--- src/rtl/spart_pkg.sv ---
// Shared definitions for the SPART bus controller: register map, TX states, STATUS layout.
`timescale 1ns/1ps
package spart_pkg;

    localparam logic [1:0] ADDR_DATA   = 2'b00;
    localparam logic [1:0] ADDR_STATUS = 2'b01;
    localparam logic [1:0] ADDR_DIV_LO = 2'b10;
    localparam logic [1:0] ADDR_DIV_HI = 2'b11;

    typedef enum logic [1:0] {
        TX_IDLE,
        TX_LOAD,
        TX_WAIT_BUSY,
        TX_WAIT_DONE
    } tx_state_t;

    localparam int STATUS_RDA = 0;
    localparam int STATUS_TBR = 1;
    localparam int STATUS_OVR = 2;

    localparam int RX_FIFO_DEPTH = 4;

endpackage

--- src/rtl/spart_baud_gen.sv ---
// Programmable 16x baud tick: down-counter with byte-writable divisor and reload-on-write.
`timescale 1ns/1ps
module spart_baud_gen
    import spart_pkg::*;
#(
    parameter logic [15:0] BAUD_DIV_RST = 16'd325
) (
    input  logic        clk,
    input  logic        rst_n,
    input  logic        wr_lo,
    input  logic        wr_hi,
    input  logic [7:0]  wdata,
    output logic [15:0] divisor,
    output logic        baud_en
);

    logic [15:0] cnt;
    logic [15:0] div_next;

    always_comb begin
        div_next = divisor;
        if (wr_lo) div_next[7:0]  = wdata;
        if (wr_hi) div_next[15:8] = wdata;
    end

    // A divisor write restarts the count from the complete new value.
    always_ff @(posedge clk or negedge rst_n) begin
        if (!rst_n) begin
            divisor <= BAUD_DIV_RST;
            cnt     <= BAUD_DIV_RST;
        end else begin
            divisor <= div_next;
            if (wr_lo || wr_hi)
                cnt <= div_next;
            else if (cnt == 16'd0)
                cnt <= divisor;
            else
                cnt <= cnt - 16'd1;
        end
    end

    assign baud_en = (cnt == 16'd0);

endmodule

--- src/rtl/spart_ctrl.sv ---
// SPART bus-side controller: register map, RX capture buffer and single-byte TX sequencer.
// Define SPART_RX_FIFO_EN for a 4-entry RX FIFO; otherwise a single holding register is used.
`timescale 1ns/1ps
module spart_ctrl
    import spart_pkg::*;
#(
    parameter logic [15:0] BAUD_DIV_RST = 16'd325
) (
    input  logic       clk,
    input  logic       rst_n,
    input  logic       iocs,
    input  logic       iorw,
    input  logic [1:0] ioaddr,
    input  logic [7:0] wdata,
    output logic [7:0] rdata,
    output logic       rda,
    output logic       tbr,
    output logic       baud_en,
    input  logic       rx_rda,
    input  logic [7:0] rx_data,
    output logic       tx_start,
    output logic [7:0] tx_data,
    input  logic       tx_busy
);

    logic        bus_wr, bus_rd;
    logic        data_wr, status_wr, pop;
    logic [15:0] divisor;
    logic        rx_q, push_q;
    logic [7:0]  rx_byte_q;
    logic        rx_empty, rx_full, push_acc;
    logic [7:0]  rx_head;
    logic        ovr;
    logic [7:0]  tx_hold;
    tx_state_t   state, state_next;

    assign bus_wr    = iocs && !iorw;
    assign bus_rd    = iocs && iorw;
    assign data_wr   = bus_wr && (ioaddr == ADDR_DATA);
    assign status_wr = bus_wr && (ioaddr == ADDR_STATUS);
    assign pop       = bus_rd && (ioaddr == ADDR_DATA) && rda;

    spart_baud_gen #(.BAUD_DIV_RST(BAUD_DIV_RST)) u_baud (
        .clk     (clk),
        .rst_n   (rst_n),
        .wr_lo   (bus_wr && (ioaddr == ADDR_DIV_LO)),
        .wr_hi   (bus_wr && (ioaddr == ADDR_DIV_HI)),
        .wdata   (wdata),
        .divisor (divisor),
        .baud_en (baud_en)
    );

    // Rising edge of rx_rda is detected against a registered copy; the push lands one cycle later.
    always_ff @(posedge clk or negedge rst_n) begin
        if (!rst_n) begin
            rx_q      <= 1'b0;
            push_q    <= 1'b0;
            rx_byte_q <= 8'h00;
        end else begin
            rx_q      <= rx_rda;
            push_q    <= rx_rda && !rx_q;
            rx_byte_q <= rx_data;
        end
    end

    assign push_acc = push_q && (!rx_full || pop);

`ifdef SPART_RX_FIFO_EN
    logic [7:0] fifo_mem [RX_FIFO_DEPTH];
    logic [2:0] wr_ptr, rd_ptr;

    assign rx_empty = (wr_ptr == rd_ptr);
    assign rx_full  = (wr_ptr[2] != rd_ptr[2]) && (wr_ptr[1:0] == rd_ptr[1:0]);
    assign rx_head  = fifo_mem[rd_ptr[1:0]];

    always_ff @(posedge clk) begin
        if (push_acc) fifo_mem[wr_ptr[1:0]] <= rx_byte_q;
    end

    always_ff @(posedge clk or negedge rst_n) begin
        if (!rst_n) begin
            wr_ptr <= 3'd0;
            rd_ptr <= 3'd0;
        end else begin
            if (push_acc) wr_ptr <= wr_ptr + 3'd1;
            if (pop)      rd_ptr <= rd_ptr + 3'd1;
        end
    end
`else
    logic [7:0] rx_hold;
    logic       rx_valid;

    assign rx_empty = !rx_valid;
    assign rx_full  = rx_valid;
    assign rx_head  = rx_hold;

    always_ff @(posedge clk or negedge rst_n) begin
        if (!rst_n) begin
            rx_hold  <= 8'h00;
            rx_valid <= 1'b0;
        end else begin
            if (push_acc) rx_hold <= rx_byte_q;
            rx_valid <= push_acc || (rx_valid && !pop);
        end
    end
`endif

    assign rda = !rx_empty;

    // A fresh overrun outranks a simultaneous STATUS-write clear.
    always_ff @(posedge clk or negedge rst_n) begin
        if (!rst_n)
            ovr <= 1'b0;
        else if (push_q && rx_full && !pop)
            ovr <= 1'b1;
        else if (status_wr)
            ovr <= 1'b0;
    end

    always_comb begin
        rdata = 8'h00;
        unique case (ioaddr)
            ADDR_DATA:   rdata = rx_empty ? 8'h00 : rx_head;
            ADDR_STATUS: begin
                rdata[STATUS_RDA] = rda;
                rdata[STATUS_TBR] = tbr;
                rdata[STATUS_OVR] = ovr;
            end
            ADDR_DIV_LO: rdata = divisor[7:0];
            ADDR_DIV_HI: rdata = divisor[15:8];
            default:     rdata = 8'h00;
        endcase
    end

    // tbr doubles as "holding register empty"; it only rises again once LOAD hands the byte over.
    always_ff @(posedge clk or negedge rst_n) begin
        if (!rst_n) begin
            tbr     <= 1'b1;
            tx_hold <= 8'h00;
        end else if (state == TX_LOAD) begin
            tbr <= 1'b1;
        end else if (data_wr && tbr) begin
            tbr     <= 1'b0;
            tx_hold <= wdata;
        end
    end

    assign tx_data = tx_hold;

    always_ff @(posedge clk or negedge rst_n) begin
        if (!rst_n) state <= TX_IDLE;
        else        state <= state_next;
    end

    always_comb begin
        state_next = state;
        tx_start   = 1'b0;
        unique case (state)
            TX_IDLE:      if (!tbr && !tx_busy) state_next = TX_LOAD;
            TX_LOAD: begin
                tx_start   = 1'b1;
                state_next = TX_WAIT_BUSY;
            end
            TX_WAIT_BUSY: if (tx_busy) state_next = TX_WAIT_DONE;
            TX_WAIT_DONE: if (!tx_busy) state_next = TX_IDLE;
            default:      state_next = TX_IDLE;
        endcase
    end

endmodule

--- config.mk ---
export PLATFORM = sky130hd
export DESIGN_NAME = spart_ctrl
export DESIGN_NICKNAME = d
export VERILOG_FILES = /design/src/rtl/spart_pkg.sv /design/src/rtl/spart_baud_gen.sv /design/src/rtl/spart_ctrl.sv
export SDC_FILE = /design/constraint.sdc
export NUM_CORES = 1
export LEC_CHECK = 0
export ABC_AREA = 1
export BUFFER_PORTS_ARGS = -buffer_cell sky130_fd_sc_hd__buf_2
export CORE_MARGIN = 1
export CORE_UTILIZATION = 48
export DETAILED_ROUTE_END_ITERATION = 12
export PLACE_DENSITY = 0.78
export SETUP_SLACK_MARGIN = 0.1
export SYNTH_ARGS = -nofsm -noshare
export SYNTH_HDL_FRONTEND = slang
export SYNTH_SLANG_ARGS = --single-unit
--- constraint.sdc ---
create_clock -name clk -period 1.3 [get_ports clk]
set_clock_uncertainty 0.05 [all_clocks]
set_input_delay 0.26 -clock clk [delete_from_list [all_inputs] [get_ports clk]]
set_output_delay 0.26 -clock clk [all_outputs]
set_load 0.005 [all_outputs]
==> Yosys cells after proc, flatten, opt, wreduce, memory -nomap -nowiden <==
Cells that the tools add are included.
{ "word_totals": {"latch_bits": 0, "wordCells": 69, "output_inout_bits": 20, "mem_bits_ro": 0, "input_bits": 24, "register_bits": 63, "memories": 0, "mem_bits_rw": 0} }
{ "op_classes": {"n_mul": 0, "n_mux": 16, "add_sub_neg": 1, "eq_ne": 9, "shifts": 0, "n_lt_le_gt_ge": 0, "div_mod_pow": 0, "n_reduce_logical": 31, "n_bitwise": 1} }
{ "ops": {"columns": ["op", "n"], "rows": [
  ["16-bit 2-to-1 mux", 2],
  ["8-bit 2-to-1 mux", 3],
  ["16-bit zero test", 1],
  ["16-bit by 1-bit subtractor with 16-bit output, second input constant", 1],
  ["1-bit logical AND", 15],
  ["5-bit one-hot mux with 3 select lines", 1],
  ["3-bit one-hot mux with 4 select lines", 1],
  ["2-bit == test, second input constant", 4],
  ["2-bit one-hot mux with 4 select lines", 1],
  ["1-bit zero test", 6],
  ["2-bit 2-to-1 mux", 3],
  ["2-bit != test, second input constant", 3],
  ["1-bit 2-to-1 mux", 5],
  ["2-bit by 1-bit == test with 1-bit output, second input constant", 2],
  ["2-bit zero test", 2],
  ["2-bit nonzero test", 2],
  ["1-bit logical OR", 3],
  ["3-bit AND reduction", 1],
  ["2-bit AND reduction", 1],
  ["1-bit NOT", 1]
]} }

==> Logic depth before layout (Yosys ltp) <==
Gate-level depths: netlist (run 1).
{ "depth": {"word_depth": 6, "depth_mapped": 10, "mapped_depth_nobuf": 10} }

==> Hierarchy <==
Synthesis (run 1) repeated with hierarchy kept, for this count alone.
{ "hier_totals": {"cells_unflattened": 443, "hier_area_um2": 3495.9} }
{ "by_module_without_submodules": {"columns": ["mod", "cells_per_inst", "n_inst", "area_per_inst_um2"], "rows": [
  ["spart_baud_gen", 277, 1, 2042.0],
  ["spart_ctrl", 166, 1, 1453.9]
]} }

==> Worst setup path before layout (run 1) <==
No wires, ideal clock.
{ "synth_path": {"path_type": "reg-to-output", "from": "register u_baud.cnt[0]", "to": "output port baud_en", "required_time_ns": 0.990, "path_stages_with_launch": 7, "path_buffers": 0, "t_arrival_ns": 1.185, "path_slack_ns": -0.195, "cell_sequence": "dfstp_2 -> inv_1 -> ha_1 -> nand3_1 -> nor2_4 -> nand3_2 -> inv_1"} }
{ "synth_between": {"elab_chain_len": 1} }
{ "synth_rtl": {"columns": ["item", "line", "rtl"], "rows": [
  ["start: declaration", "spart_baud_gen.sv:17", "logic [15:0] cnt;"],
  ["start signal: assignment", "spart_baud_gen.sv:34", "cnt <= div_next;"],
  ["start signal: assignment", "spart_baud_gen.sv:36", "cnt <= divisor;"],
  ["start signal: assignment", "spart_baud_gen.sv:38", "cnt <= cnt - 16'd1;"],
  ["16-bit zero test", "spart_baud_gen.sv:42", "assign baud_en = (cnt == 16'd0);"],
  ["end: declaration", "spart_ctrl.sv:18", "output logic baud_en,"]
]} }
No other way between the ends.

==> Worst setup path in the final report (run 1) <==
Ends and elaborated chain as after synthesis.

==> impl_metrics.toml, run 1 <==
[status]
status = "finished, violations left"
violations = "negative setup slack"

[route]
wl_per_cell_um = 19.4
drt_drc_violations_left = 0
vias = 3776
wl_mm = 12.4
ant_nets = 0
drtIter0Drc = 521
avgViaCountPerCell = 5.91
detail_route.first_pass.iterations = 6

[worst_hold_path]
min_from = "wdata[5]"
whs_endpoint = "tx_data[5]$_DFFE_PN0P_"
hold_path_class = "in -> reg"
whs_path_depth = 3

[pwr]
power.switching_w = 0.00438
p_int_w = 0.00604
power_density_nw_per_um2 = 2030
irDropWorstVdd_v = 0.00177
clkPwrFrac_pct = 17.3
leakagePower_nw = 2.56
totalPowerFinal_w = 0.0104
swShare_pct = 42.0
seqPwrFrac_pct = 30.6
combPwrFrac_pct = 52.2

[layout]
synthToLayoutAreaGrowth_pct = 55.4
finalNetCount = 588
layout_commonest_cell = "nand2_1"
num-fill-cells = 350
drive_above_1_share_pct = 47.0
stdcell_count = 639
layout_common_cells = "nand2_1 (121), buf_4 (57), dfrtp_1 (51)"
fin_area_um2 = 5140
diodes = 0

[clock_tree]
clkTransAtPathRegs_ns = 0.08
clock-root-buffer = "clkbuf_8"
htree_levels = 3
clock-sinks = 63
cts_buffers = 9
cts_tree = "built"
clk_latency_ns = 0.36
clock_tree.buffer_depth = 2

[worst_setup_path]
crit_type = "reg -> out"
rr_startpoint = "u_baud.cnt[0]$_DFF_PN1_"
crit_chain = "inv_4, ha_4, nand3_4, nor2_4, nand3_4, inv_2, buf_6"
cpMostUsedCell = "nand3_4"
worst_setup_path_end_kind = "primary output"
max_stage_delay_ns = 0.57
r2r-end = "u_baud.cnt[6]$_DFF_PN1_"
setup.worst_path.start_class = "flip-flop"
crit_path_max_fanout = 3
crit_required_ns = 0.99
r2r_slack_ns = -0.35
worst_ep_arrival_time_ns = 1.45
worst-r2r-cell-count = 12
slowest_stage = "dfstp_2"

[logic_synthesis]
ys_top_cells_by_area = "dfrtp_1 (41%), nand2_1 (16%), dfstp_2 (7.2%), nand3_1 (6.2%), inv_1 (5.3%)"
synth_warnings = 0
syn_area_per_cell_um2 = 7.84
synthDominantCellAreaShare_pct = 40.9
synth.largest_area_cell = "dfrtp_1"
syn_inst = 422
syn-num-nets = 453
ys_ff_latch = 63
yosysUniqueCellTypes = 32
synth_area_um2 = 3310
ys_seq_area_share_pct = 48.0

[sta]
fin_crit_ns = 1.76
drv_slew = 0
fin_crit_sh_pct = 136
fmaxAchievable_ghz = 0.567
finalWorstSetupSlack_ns = -0.463
finalHoldViolations = 0
tightest_slew_ns = 0.444
rsz0062_at_grt = "yes"
whs_ns = 0.151
setup_viol = 38
max_slew_margin_pct = 70.3

[grt]
grtUsageTotal_pct = 31.6
grt_pass1_wl_mm = 17.3
grt_max_degree = 64
grt_pass1_vias = 3534
antenna_found_initial = 0
gr-total-overflow = 0

[place]
place.gp.congestion = 0.912
port_buffers = 43
hpwl_mm = 6.37
dpl.cell_count = 574
pre_cts_slack_ns = -0.195
place_area_um2 = 3980

[flow_run]
drv_cap = 0

[die]
io_pins = 44
coreArea_um2 = 6490
fp.dieH_um = 85
rows = 29
die-width_um = 85
start_util_pct = 50.9
die_area_um2 = 7230
## synthesized netlist by cell type
library cell    n
nor3_2          1
buf_6           1
ha_1            7
o211ai_1        5
nand2_1       145
o21ai_1        18
xnor2_1         1
nor2_4          4
nor2_1         28
o21ai_0         7
a21oi_1         2
buf_2           4
o221ai_1        3
o21bai_1        1
nand3_2         2
nand3_1        41
inv_1          47
nand4_1        11
nor3_1          2
nand2_4         1
clkinv_1        1
o2111ai_1       2
o21ai_2         3
dfrtp_1        54
a21oi_2         4
xor2_1          1
dfstp_2         9
nor2_2          6
clkbuf_1        2
buf_1           1
nand3b_1        5
inv_2           3
## power by group through the flow
stage | registers [W] | clock network, W | logic (W)
2_1_floorplan | 0.00299 | 0 | 0.00197
3_3_place_gp | 0.00304 | 0 | 0.00314
3_5_place_dp | 0.00306 | 0 | 0.00324
4_1_cts | 0.00304 | 0.00173 | 0.00407
5_1_grt | 0.00321 | 0.00185 | 0.00580
6_report | 0.00318 | 0.00180 | 0.00544
## worst max-delay path, delay by kind of cell, from the launching register on
| family | cells | cell delay, ns |
|---|---|---|
| and+or+nand+nor | 3 | 0.16 |
| DFF | 1 | 0.57 |
| buffers and inverters | 3 | 0.18 |
| adders and majority gates | 1 | 0.17 |
## worst max path at each step
stage | startpoint | endpoint | cells after the start
finish | u_baud.cnt[0]$_DFF_PN1_ | baud_en | 7
CTS | u_baud.cnt[0]$_DFF_PN1_ | baud_en | 7
detailed placement | ioaddr[1] | rdata[3] | 6
global route | u_baud.cnt[0]$_DFF_PN1_ | baud_en | 7
floorplan | u_baud.cnt[4]$_DFF_PN0_ | u_baud.cnt[7]$_DFF_PN0_ | 7
global placement | u_baud.cnt[3]$_DFF_PN0_ | baud_en | 6
## area by class of cell
| cell class | instances | area [um2] | area share, % |
|---|---|---|---|
| tap | 77 | 96.3 | 1.88 |
| timing repair buffer | 131 | 1030 | 20.0 |
| clock inverter | 5 | 57.6 | 1.12 |
| clock buffer | 11 | 141 | 2.75 |
| multi-input combinational | 301 | 2020 | 39.4 |
| sequential | 63 | 1590 | 31.0 |
| inverter | 51 | 201 | 3.92 |
## state kept, by name (all words and copies together), names as in the netlist, 2 cells and up
signal and count:
rx_byte_q 8, state 2, rx_head 8, u_baud.divisor 16
tx_data 8, u_baud.cnt 16
## timing repair
action / CTS / global route
endpoints found under the setup margin: 38 / 49
hold buffers: 10 / 0
hold endpoints to repair: 63 / 0
gates cloned: 1 / 1
pin swaps: 16 / 53
setup buffers: 23 / 18
gates resized for setup: 57 / 84
## cell families (layout without fill, tap and decap cells)
logic type      count (synthesis)  count (layout)  synth area share (%)
simple gates                  246             247                  33.1
flops                          63              63                  48.0
buf+inv                        59             198                  7.08
compound gates                 45              45                  8.63
xor+xnor                        2               2                 0.530
fa+ha+maj                       7               7                  2.65
## stage by stage
stage | utilization (%) | setup TNS, ns
final | 79.1 | -9.33
after global routing | 79.1 | -10.66
after CTS | 72.5 | -6.18
after detailed placement | 61.3 | -4.52
after global placement | 61.3 | -3.78
after floorplan | - | -0.202
## metal layers
| layer | routed length [um] | track usage [%] | share of wire, % |
|---|---|---|---|
| met1 | 4480 | 36.0 | 36 |
| met2 | 6290 | 55.1 | 51 |
| met3 | 879 | 5.93 | 7.1 |
| met4 | 725 | 19.1 | 5.9 |
| met5 | 0 | 0 | 0 |
No activity file was read; power rests on OpenSTA's default activity.
==> inputs of run 2 (changes only) <==
--- a/config.mk
+++ b/config.mk
@@ -5,7 +5,6 @@
 export SDC_FILE = /design/constraint.sdc
 export NUM_CORES = 1
 export LEC_CHECK = 0
-export ABC_AREA = 1
 export BUFFER_PORTS_ARGS = -buffer_cell sky130_fd_sc_hd__buf_2
 export CORE_MARGIN = 1
 export CORE_UTILIZATION = 48
==> run 2 against run 1 <==
Net effect:
- the run still ends with negative setup slack left
- clock-buffer cell count is 1 higher
- die area is 4.5% lower
- register-to-register slack worse by 0.37 ns
- routed wire length is 4.2% lower
- non-clock buffer count is 2 higher
- clock power is 11% lower
- sequential share of layout area is 1.9 points higher
- flip-flop and latch count stayed put
- combinational power is 19% lower
- highest routed layer unchanged
- first-iteration DRC count is 46% lower
- fmax is 13% lower
- critical path depth is 1 lower
==> impl_metrics.toml, run 2 <==
[worst_setup_path]
r2r_slack_ns = -0.72
crit_path_max_fanout = 4
critPathLaunch = "u_baud.cnt[1]$_DFF_PN0_"
worst_ep_arrival_time_ns = 2.20
crit_required_ns = 1.48
max_stage_delay_ns = 0.43
slowest_stage = "dfrtp_1"
setup.worst_path.start_class = "flip-flop"
cp-endpoint = "u_baud.cnt[4]$_DFF_PN0_"
rr_startpoint = "u_baud.cnt[1]$_DFF_PN0_"
cpMostUsedCell = "mux2_2"
r2r-end = "u_baud.cnt[4]$_DFF_PN0_"
crit_type = "reg -> reg"
crit_chain = "inv_2, ha_1, or3b_4, xnor2_1, mux2_2, mux2_2"
worst_setup_path_end_kind = "flip-flop"
worst-r2r-cell-count = 6

[die]
die-width_um = 83.1
coreArea_um2 = 6350
start_util_pct = 49.7
die_area_um2 = 6900
io_pins = 44
fp.dieH_um = 83.1
rows = 29

[clock_tree]
clock-root-buffer = "clkbuf_8"
htree_levels = 3
cts_tree = "built"
clk_latency_ns = 0.35
clkTransAtPathRegs_ns = 0.07
cts_buffers = 9
clock-sinks = 63
clock_tree.buffer_depth = 2

[route]
ant_nets = 0
vias = 3043
detail_route.first_pass.iterations = 5
wl_mm = 11.9
avgViaCountPerCell = 6.42
drtIter0Drc = 282
drt_drc_violations_left = 0
wl_per_cell_um = 25.0

[layout]
finalNetCount = 423
synthToLayoutAreaGrowth_pct = 53.3
drive_above_1_share_pct = 64.5
top_regs = "u_baud.cnt (16), u_baud.divisor (16)"
stdcell_count = 474
diodes = 0
layout_common_cells = "buf_4 (61), dfrtp_1 (51), buf_2 (39)"
layout_commonest_cell = "buf_4"

[grt]
antenna_found_initial = 0
grt_max_degree = 64
grt_pass1_vias = 3108
grtUsageTotal_pct = 33.1
grt_pass1_wl_mm = 17.1
gr-total-overflow = 0

[logic_synthesis]
synth_ff_type = "dfrtp_1"
syn_area_per_cell_um2 = 12.2
synth_warnings = 0
synthTopCellsByCount = "dfrtp_1 (54), mux2_2 (43), nor2_1 (13)"
ys_seq_area_share_pct = 50.3
ys_ff_latch = 63
async_reset_ff_share_pct = 100
synth_area_um2 = 3160
synth.largest_area_cell = "dfrtp_1"
synthDominantCellAreaShare_pct = 42.8
syn_inst = 258
yosysUniqueCellTypes = 56
synth_edf_count = 0
synth_most_common_cell = "dfrtp_1"
ys_top_cells_by_area = "dfrtp_1 (43%), mux2_2 (15%), dfstp_2 (7.5%), ha_1 (2.8%), a221oi_1 (2.5%)"
syn-num-nets = 289

[sta]
fin_crit_ns = 2.02
fmaxAchievable_ghz = 0.495
rsz0062_at_grt = "yes"
finalHoldViolations = 0
drv_slew = 0
tightest_slew_ns = 0.379
fin_tns_setup_ns = -20.36
finalWorstSetupSlack_ns = -0.719
max_slew_margin_pct = 74.5
whs_ns = 0.152
setup_viol = 48
fin_crit_sh_pct = 155

[pwr]
power_density_nw_per_um2 = 1920
irDropWorstVdd_v = 0.00146
leakagePower_nw = 2.20

[worst_hold_path]
hold_path_class = "in -> reg"

[place]
place.gp.congestion = 0.907
port_buffers = 43
dpl.cell_count = 427
pre_cts_slack_ns = -0.583
hpwl_mm = 5.64

[flow_run]
drv_cap = 0

[status]
status = "finished, violations left"
violations = "negative setup slack"
==> run 2: power breakdown <==
| group | internal (W) | switching (W) | total (W) |
|---|---|---|---|
| registers | 0.00263 | 0.000669 | 0.00330 |
| logic | 0.00237 | 0.00201 | 0.00438 |
| clock network | 0.000785 | 0.000826 | 0.00161 |
==> run 2: how the worst min path moves through the flow <==
stage / from / endpoint / slack [ns] / cells after the start
6_report: wdata[4] / u_baud.divisor[12]$_DFF_PN0_ / 0.15 / 2
5_1_grt: wdata[4] / u_baud.divisor[12]$_DFF_PN0_ / 0.15 / 2
4_1_cts: wdata[4] / u_baud.divisor[12]$_DFF_PN0_ / 0.14 / 2
3_5_place_dp: rst_n / rx_byte_q[4]$_DFF_PN0_ / 0.25 / 2
3_3_place_gp: rst_n / rx_byte_q[3]$_DFF_PN0_ / 0.25 / 2
2_1_floorplan: rst_n / ovr$_DFFE_PN0P_ / -0.09 / 0
==> run 2: area by class of cell <==
cell class / count / area [um2]
inverter: 12 / 50.0
sequential: 63 / 1590
fill: 317 / 1510
clock inverter: 4 / 20.0
timing repair buffer: 133 / 1030
tap: 77 / 96.3
multi-input combinational: 173 / 1890
clock buffer: 12 / 155
==> run 2: through the flow <==
step	util, %	total power, W	instance area (um2)
after CTS	74.7	0.00855	4740
after global placement	64.5	0.00622	4100
final	76.2	0.00929	4840
after floorplan	-	0.00497	3410
after global routing	76.2	0.00957	4840
after detailed placement	64.5	0.00636	4100
==> run 2: routing by layer <==
metal  GRT usage (%)  part of all wire [%]
met4            15.4                   5.1
met5               0                     0
met1            38.8                    38
met2            57.2                    50
met3            8.25                   6.0
==> run 2: repair_timing <==
action / CTS / global route
setup buffers: 17 / 6
hold endpoints to repair: 63 / 0
hold buffers: 10 / 0
setup endpoints to repair: 46 / 58
pin swaps: 25 / 15
resized for setup: 55 / 16
==> run 2: worst max-delay path: cells and delay by family (launching register included) <==
| family | cells | cell delay [ns] |
|---|---|---|
| adders and majority gates | 1 | 0.19 |
| xor gates and xnor gates | 1 | 0.16 |
| and+or+nand+nor | 1 | 0.43 |
| DFF | 1 | 0.43 |
| buffers and inverters | 1 | 0.10 |
| muxes | 2 | 0.55 |
==> run 2: kinds of logic after synthesis <==
family	synth area share [%]
buf+inv	2.74
xor+xnor	2.22
fa+ha+maj	2.78
compound gates	11.5
mux	17.3
simple gates	13.2
flops	50.3
==> inputs of run 3 (changes only) <==
==> constraint.sdc (replaced) <==
create_clock -name clk -period 1.7 [get_ports clk]
set_clock_uncertainty 0.05 [all_clocks]
set_input_delay 0.34 -clock clk [delete_from_list [all_inputs] [get_ports clk]]
set_output_delay 0.34 -clock clk [all_outputs]
set_load 0.005 [all_outputs]
==> run 3 against run 2 <==
Net effect:
- the flow still finishes with violations (negative setup slack)
- setup slack gained 0.49 ns
- worst hold slack lost 0.10 ns
- clock power shrank 23%
- critical endpoint is now baud_en
- highest routed layer unchanged
==> impl_metrics.toml, run 3 (same netlist as run 2, synthesis figures left out) <==
[die]
start_util_pct = 49.7
io_pins = 44
die_area_um2 = 6900
rows = 29
fp.dieH_um = 83.1
die-width_um = 83.1
coreArea_um2 = 6350

[sta]
fmaxAchievable_ghz = 0.518
max_slew_margin_pct = 75.3
rsz0062_at_grt = "yes"
fin_crit_sh_pct = 114
fin_crit_ns = 1.93
finalHoldViolations = 0
whs_ns = 0.0522
tightest_slew_ns = 0.367
finalWorstSetupSlack_ns = -0.230
setup_viol = 25
drv_slew = 0

[route]
avgViaCountPerCell = 5.71
drtIter0Drc = 199
detail_route.first_pass.iterations = 6
drt_drc_violations_left = 0
vias = 2529
ant_nets = 0
wl_per_cell_um = 18.0
wl_mm = 7.98

[flow_run]
drv_cap = 0

[clock_tree]
clk_latency_ns = 0.34
clock-sinks = 63
clock-root-buffer = "clkbuf_8"
clock_tree.buffer_depth = 2
cts_buffers = 9
htree_levels = 3
clkTransAtPathRegs_ns = 0.07
cts_tree = "built"

[pwr]
leakagePower_nw = 1.96
power_density_nw_per_um2 = 1420
totalPowerFinal_w = 0.00629
irDropWorstVdd_v = 0.000941

[grt]
grt_pass1_wl_mm = 13.0
antenna_found_initial = 0
grt_max_degree = 64
gr-total-overflow = 0
grt_pass1_vias = 2573
grtUsageTotal_pct = 24.3

[layout]
drive_above_1_share_pct = 60.9
layout_common_cells = "dfrtp_1 (52), buf_4 (49), buf_2 (42)"
diodes = 0
synthToLayoutAreaGrowth_pct = 40.5
num-fill-cells = 400
top_regs = "u_baud.cnt (16), u_baud.divisor (16)"
layout_commonest_cell = "dfrtp_1"
finalNetCount = 392

[status]
violations = "negative setup slack"
status = "finished, violations left"

[worst_setup_path]
crit_path_max_fanout = 2
crit_chain = "nor4_4, buf_4, and4_4, buf_6"
max_stage_delay_ns = 0.42
crit_type = "reg -> out"
slowest_stage = "dfrtp_1"
critPathTopFamily = "simple AND/OR/NAND/NOR gates"
crit_required_ns = 1.31
worst_setup_path_end_kind = "primary output"
setup.worst_path.start_class = "flip-flop"
cp.buffers_inverters = 2
worst_ep_arrival_time_ns = 1.54

[place]
place.gp.congestion = 0.902
port_buffers = 43
hpwl_mm = 5.20

[worst_hold_path]
hold_path_class = "in -> reg"
==> run 3: power breakdown <==
part | total (W) | internal [W] | switching [W]
Clock | 0.00124 | 0.000692 | 0.000547
Sequential | 0.00248 | 0.00201 | 0.000476
Combinational | 0.00257 | 0.00144 | 0.00113
Total | 0.00629 | 0.00414 | 0.00215
==> run 3: layout make-up <==
type	count	area, um2	share of cell area [%]
timing repair buffer	102	709	16.0
tap	77	96.3	2.17
sequential	63	1590	35.9
clock buffer	16	190	4.29
multi-input combinational	173	1800	40.6
inverter	12	47.5	1.07
==> run 3: layer usage <==
metal  global-route usage (%)  routed length, um  share of wire (%)  up-vias
met5                        0                  0                  0        -
met4                     9.72                160                2.0        0
met2                     39.8               4050                 51       78
met3                     5.17                360                4.5       15
li1                         -                  -                  -     1168
met1                     31.6               3410                 43     1268
==> run 3: worst paths after layout <==
kind	from	end	slack [ns]	cells past startpoint
max	u_baud.cnt[7]$_DFF_PN0_	baud_en	-0.23	4
min reg2reg	rx_q$_DFF_PN0_	push_q$_DFF_PN0_	0.37	1
max reg2reg	u_baud.cnt[7]$_DFF_PN0_	u_baud.cnt[3]$_DFF_PN0_	-0.22	6
min	rx_data[5]	rx_byte_q[5]$_DFF_PN0_	0.05	1
min in group asynchronous	rst_n	u_baud.divisor[5]$_DFF_PN0_	0.49	3
max in group asynchronous	rst_n	u_baud.divisor[8]$_DFF_PN1_	0.80	3
==> run 3: per-stage QoR <==
stage          worst slack (ns)  instances  utilization, %  TNS, ns  instance area [um2]
2_1_floorplan            -0.133        258               -   -0.525                 3220
3_3_place_gp             -0.129        410            59.9    -1.15                 3800
3_5_place_dp             -0.163        410            59.9    -1.62                 3800
4_1_cts                  -0.199        441            67.9    -3.15                 4310
5_1_grt                  -0.279        443            69.8    -5.22                 4430
6_report                 -0.230        443            69.8    -3.60                 4430
==> run 3: repair_timing <==
action                     CTS  global route
setup buffers               15             3
setup endpoints to repair   25            36
hold buffers                 1             0
resized for setup           46            20
hold endpoints to repair    54             0
pin swaps                   16            12
cloned                       0             0
